--- src/rtl/pc_gen.sv ---
// pc_gen: fetch program-counter generator with a circular return-address stack.
//   clk, rst (sync, active-low)    clock and reset
//   stall, flush_valid/target      hold / redirect controls (flush wins)
//   pc_src, imm, rs1, call         next-PC select, operands, RAS push request
//   pc                             registered fetch PC
//   pc_plus4, ras_top, ras_empty   combinational views of registered state
//   misalign_err                   registered pulse for a rejected target
module pc_gen #(
    parameter int unsigned     XLEN         = 32,
    parameter logic [XLEN-1:0] RESET_VECTOR = '0,
    parameter int unsigned     RAS_DEPTH    = 4
) (
    input  logic            clk,
    input  logic            rst,
    input  logic            stall,
    input  logic            flush_valid,
    input  logic [XLEN-1:0] flush_target,
    input  logic [1:0]      pc_src,
    input  logic [XLEN-1:0] imm,
    input  logic [XLEN-1:0] rs1,
    input  logic            call,
    output logic [XLEN-1:0] pc,
    output logic [XLEN-1:0] pc_plus4,
    output logic [XLEN-1:0] ras_top,
    output logic            ras_empty,
    output logic            misalign_err
);

    localparam int unsigned      PTR_W   = $clog2(RAS_DEPTH);
    localparam int unsigned      CNT_W   = $clog2(RAS_DEPTH + 1);
    localparam logic [CNT_W-1:0] CNT_MAX = CNT_W'(RAS_DEPTH);

    localparam logic [1:0] SRC_SEQ = 2'b00;
    localparam logic [1:0] SRC_BR  = 2'b01;
    localparam logic [1:0] SRC_JR  = 2'b10;
    localparam logic [1:0] SRC_RET = 2'b11;

    logic [XLEN-1:0]  ras_mem [RAS_DEPTH];
    logic [PTR_W-1:0] top_q, top_d, wr_idx;
    logic [CNT_W-1:0] cnt_q, cnt_d;
    logic             wr_en;

    logic [XLEN-1:0]  jalr_sum;
    logic [XLEN-1:0]  cand;
    logic             misaligned;
    logic             accept;
    logic             do_push;
    logic             do_pop;

    // Views of registered state only; no input reaches these.
    assign pc_plus4  = pc + XLEN'(4);
    assign ras_empty = (cnt_q == '0);
    assign ras_top   = ras_empty ? '0 : ras_mem[top_q];

    assign jalr_sum  = rs1 + imm;

    // Candidate next PC.
    always_comb begin
        cand = pc_plus4;
        unique case (pc_src)
            SRC_SEQ: cand = pc_plus4;
            SRC_BR:  cand = pc + imm;
            SRC_JR:  cand = jalr_sum & ~XLEN'(1);
            SRC_RET: cand = ras_empty ? pc_plus4 : ras_top;
        endcase
    end

    // A rejected (misaligned) target also suppresses any RAS side effect.
    assign misaligned = cand[1];
    assign accept     = !flush_valid && !stall && !misaligned;
    assign do_push    = accept && call;
    assign do_pop     = accept && (pc_src == SRC_RET) && !ras_empty;

    // RAS pointer/count update; pop+push replaces the top entry in place.
    always_comb begin
        top_d  = top_q;
        cnt_d  = cnt_q;
        wr_en  = 1'b0;
        wr_idx = top_q;
        if (do_push && do_pop) begin
            wr_en  = 1'b1;
        end else if (do_push) begin
            wr_en  = 1'b1;
            wr_idx = top_q + PTR_W'(1);
            top_d  = top_q + PTR_W'(1);
            if (cnt_q != CNT_MAX) begin
                cnt_d = cnt_q + CNT_W'(1);
            end
        end else if (do_pop) begin
            top_d = top_q - PTR_W'(1);
            cnt_d = cnt_q - CNT_W'(1);
        end
    end

    // PC, RAS control and error pulse.
    always_ff @(posedge clk) begin
        if (!rst) begin
            pc           <= RESET_VECTOR;
            top_q        <= '0;
            cnt_q        <= '0;
            misalign_err <= 1'b0;
        end else begin
            misalign_err <= !flush_valid && !stall && misaligned;
            if (flush_valid) begin
                pc <= flush_target;
            end else if (!stall && !misaligned) begin
                pc <= cand;
            end
            top_q <= top_d;
            cnt_q <= cnt_d;
        end
    end

    // Entry storage; contents are not reset.
    always_ff @(posedge clk) begin
        if (rst && wr_en) begin
            ras_mem[wr_idx] <= pc_plus4;
        end
    end

endmodule

--- config.mk ---
export PLATFORM = sky130hd
export DESIGN_NAME = pc_gen
export DESIGN_NICKNAME = d
export VERILOG_FILES = /design/src/rtl/pc_gen.sv
export SDC_FILE = /design/constraint.sdc
export NUM_CORES = 1
export LEC_CHECK = 0
export ABC_AREA = 1
export BUFFER_PORTS_ARGS = -buffer_cell sky130_fd_sc_hd__buf_2
export CAP_MARGIN = 20
export CORE_ASPECT_RATIO = 0.9
export CORE_MARGIN = 4
export CORE_UTILIZATION = 37
export CTS_CLUSTER_DIAMETER = 200
export DETAILED_ROUTE_END_ITERATION = 8
export HOLD_SLACK_MARGIN = 0.1
export PLACE_DENSITY = 0.56
export SETUP_SLACK_MARGIN = 0.4
export SYNTH_ARGS = -nofsm -noshare
export SYNTH_HDL_FRONTEND = slang
export SYNTH_SLANG_ARGS = --single-unit
--- constraint.sdc ---
create_clock -name clk -period 11.5 [get_ports clk]
set_input_delay 1.15 -clock clk [delete_from_list [all_inputs] [get_ports clk]]
set_output_delay 1.15 -clock clk [all_outputs]
set_load 0.02 [all_outputs]
==> impl_metrics.env <==
export IMPL_outcome="completed"
export IMPL_fp_coreArea_mm2=0.0340
export IMPL_antenna_cells=0
export IMPL_finalCritPeriodShare_pct=42.3
export IMPL_drc=0
export IMPL_synth_mux_area_share_pct=0
export IMPL_start_util_pct=37.5
export IMPL_fmax_mhz=206
export IMPL_cp_data_arrival_time_ns=4.96
export IMPL_setup_viol=0
export IMPL_synth_ff_type="edfxtp_1"
export IMPL_syn_cell_area_mm2=0.0127
export IMPL_io_buffer_count=200
export IMPL_worstReg2RegEnd="ras_mem[0][24]$_DFFE_PP_"
export IMPL_synth_compound_area_share_pct=13.0
export IMPL_startpoint_type="primary input"
export IMPL_clk_pin_slew_ns=0.07
export IMPL_min_delay_start="cnt_q[0]$_SDFFE_PN0P_"
export IMPL_period_minus_slack_ns=4.86
export IMPL_finalWirelength_um=51300
export IMPL_io_pins=201
export IMPL_slew_violations=0
export IMPL_final_setup_tns_ns=0
export IMPL_relSlewSlack_pct=37.6
export IMPL_die_h_um=184
export IMPL_postCtsSetupBuffers=0
export IMPL_wl_per_cell_um=20.2
export IMPL_ys_types=47
export IMPL_async_flop_share_pct=0
export IMPL_hpwlAfterDp_um=40700
export IMPL_drt_pass1_iter_count=5
export IMPL_synth_fa_ha_area_share_pct=6.95
export IMPL_vias=13308
export IMPL_cts_resized=0
export IMPL_yosysSeqAreaShare_pct=36.4
export IMPL_dieArea_mm2=0.0375
export IMPL_synthXorXnorAreaFrac_pct=1.51
export IMPL_antenna_found_initial=1
export IMPL_ff2ff_path_depth=15
export IMPL_hold_end="cnt_q[0]$_SDFFE_PN0P_"
export IMPL_synthSimpleGateAreaFrac_pct=33.2
export IMPL_whs_path_depth=2
export IMPL_min_path_type="flop to flop"
export IMPL_numClockSinks=168
export IMPL_p_leak_nw=7.08
export IMPL_place_gp_congestion=0.967
export IMPL_ctsHoldBuffers=0
export IMPL_htree_levels=4
export IMPL_fin_skew_ns=0.0167
export IMPL_tightest_slew_ns=0.934
export IMPL_postLayoutCoreUtil_pct=43.5
export IMPL_grt_overflow_total=0
export IMPL_powerDensity_mw_per_mm2=124
export IMPL_rsz0062_at_grt="no"
export IMPL_worst_path_max_fanout=22
export IMPL_cp_end_kind="flop"
export IMPL_synth_top_area_cell="edfxtp_1"
export IMPL_hold_viol=0
export IMPL_fillers=3719
export IMPL_grt_pass1_vias=12117
export IMPL_insertion_delay_ns=0.44
export IMPL_cts_tree="yes"
export IMPL_synth_cells=1879
export IMPL_path_class="primary input to flop"
export IMPL_clockRootBuffer="clkbuf_16"
export IMPL_r2r_start="pc[0]$_SDFFE_PN0P_"
export IMPL_maxCapViolCount=0
export IMPL_yosys_area_top_type_share_pct=30.2
export IMPL_worst_ep_required_time_ns=11.60
export IMPL_drt_first_iter_violations=1316
export IMPL_syn_nets=2051
export IMPL_drive_above_1_share_pct=13.7
export IMPL_synth_area_leaders="edfxtp_1, nand2_1, nor2_1, inv_1, ha_1"
export IMPL_nets=2233
export IMPL_synth_top_family_by_area="simple AND/OR/NAND/NOR gates"
export IMPL_grt_total_usage_pct=26.8
export IMPL_vias_per_cell=5.25
export IMPL_r2r_slack_ns=6.81
export IMPL_clock_path_buffers=2
export IMPL_max_vdd_ir_drop_mv=0.0875
export IMPL_numCtsBuffers=17
export IMPL_grt_pass1_wl_um=75900
export IMPL_synth_edf_count=128
export IMPL_fp_row_count=64
export IMPL_die_width_um=204
export IMPL_area_growth_pct=15.9
export IMPL_yosys_warnings=0
export IMPL_grt_max_degree=66
export IMPL_synth_seq_cells=168
export IMPL_postRouteAntennaNets=0
export IMPL_syn_avg_cell_area_um2=6.78
## worst max-delay path, stage by stage
cell and delay (ns):
buf_2 0.12, inv_1 0.09, fa_1 0.56, o22ai_1 0.17, nor2_2 0.17, nand2_2 0.09, nor3_4 0.53, inv_1 0.32
nor2_1 0.22, ha_1 0.28, nand2_1 0.07, o21ai_0 0.10, nand2_1 0.13, nor2_2 0.49, buf_4 0.43
## state kept, by name (all words and copies together) (netlist names), named ones only
name and count:
cnt_q 3, misalign_err 1, pc 32, ras_mem 128, top_q 2
## synth_stat cells (2+ instances only)
cell type	count
xor2_1	17
nor2_2	4
edfxtp_1	128
nor4_1	5
dfxtp_1	40
xnor2_1	5
nand2_2	6
nand3b_1	12
nor3_2	2
fa_1	3
nor2_4	4
and2_1	3
ha_1	66
clkbuf_1	30
nand3_1	108
o221ai_1	3
a22o_1	2
inv_1	233
o211ai_1	5
nor3_1	14
nand2_1	544
nor2_1	268
a21oi_1	147
or2_2	9
buf_2	13
o21ai_1	13
a221oi_1	4
o21ai_0	113
clkinv_1	3
buf_4	3
nand4_1	33
o21bai_1	13
inv_2	12
## placed cells by master (no fill, tap or decap), types with 6 or more instances in the layout
cell,n
a21oi_1,147
buf_2,200
buf_4,10
clkbuf_16,17
dfxtp_1,39
edfxtp_1,128
ha_1,66
inv_1,233
inv_2,12
nand2_1,544
nand2_2,6
nand3_1,108
nand3b_1,12
nand4_1,33
nor2_1,264
nor2_2,8
nor3_1,14
o21ai_0,113
o21ai_1,13
o21bai_1,13
or2_2,9
xor2_1,17
## routing by layer
metal  wire (um)  up-vias  global-route usage (%)  part of all wire (%)
met4        1260        2                    6.77                   2.5
li1            -     6515                       -                     -
met2       21500      578                    39.8                    42
met1       24000     6143                    40.0                    47
met3        4470       70                    5.45                   8.7
met5          13        -                       0                 0.025
## where the power goes
group / switching (W) / internal [W]
Clock: 0.000248 / 0.000319
Combinational: 0.000388 / 0.000163
Sequential: 0.0000340 / 0.000676
## cells by family after synthesis
group,Yosys count
flip-flops,168
AO/OA/AOI/OAI,309
adder cells (fa/ha/maj),69
buffers and inverters,295
XOR/XNOR,22
AND/OR/NAND/NOR,1016
## final cells by class
type	instances	area (um2)	share of cell area (%)
Inverter	248	931	6.30
Multi-Input combinational cell	1416	6980	47.2
Sequential cell	168	4650	31.5
Clock buffer	20	437	2.96
Timing Repair Buffer	210	1080	7.29
Clock inverter	11	126	0.856
Tap cell	462	578	3.91
## worst max path at each step
stage            from                       end  slack, ns  depth (start not counted)
4_1_cts        imm[1]  ras_mem[0][27]$_DFFE_PP_       6.66                         15
3_3_place_gp   imm[0]  ras_mem[0][12]$_DFFE_PP_       6.34                         16
6_report       imm[1]  ras_mem[0][24]$_DFFE_PP_       6.64                         15
2_1_floorplan  imm[0]   ras_mem[0][0]$_DFFE_PP_       6.71                         14
3_5_place_dp   imm[1]  ras_mem[0][27]$_DFFE_PP_       6.20                         15
5_1_grt        imm[1]  ras_mem[0][24]$_DFFE_PP_       6.31                         15
## metrics by stage
step           power, W  hold WS [ns]  cells  area [um2]  setup WS [ns]
2_1_floorplan   0.00106         0.477   1879       12700           6.71
3_3_place_gp    0.00126         0.496   2504       14200           6.34
3_5_place_dp    0.00127         0.501   2504       14200           6.20
4_1_cts         0.00184         0.511   2535       14800           6.66
5_1_grt         0.00193         0.538   2535       14800           6.31
6_report        0.00183         0.509   2535       14800           6.64
(Power assumes the default switching activity.)
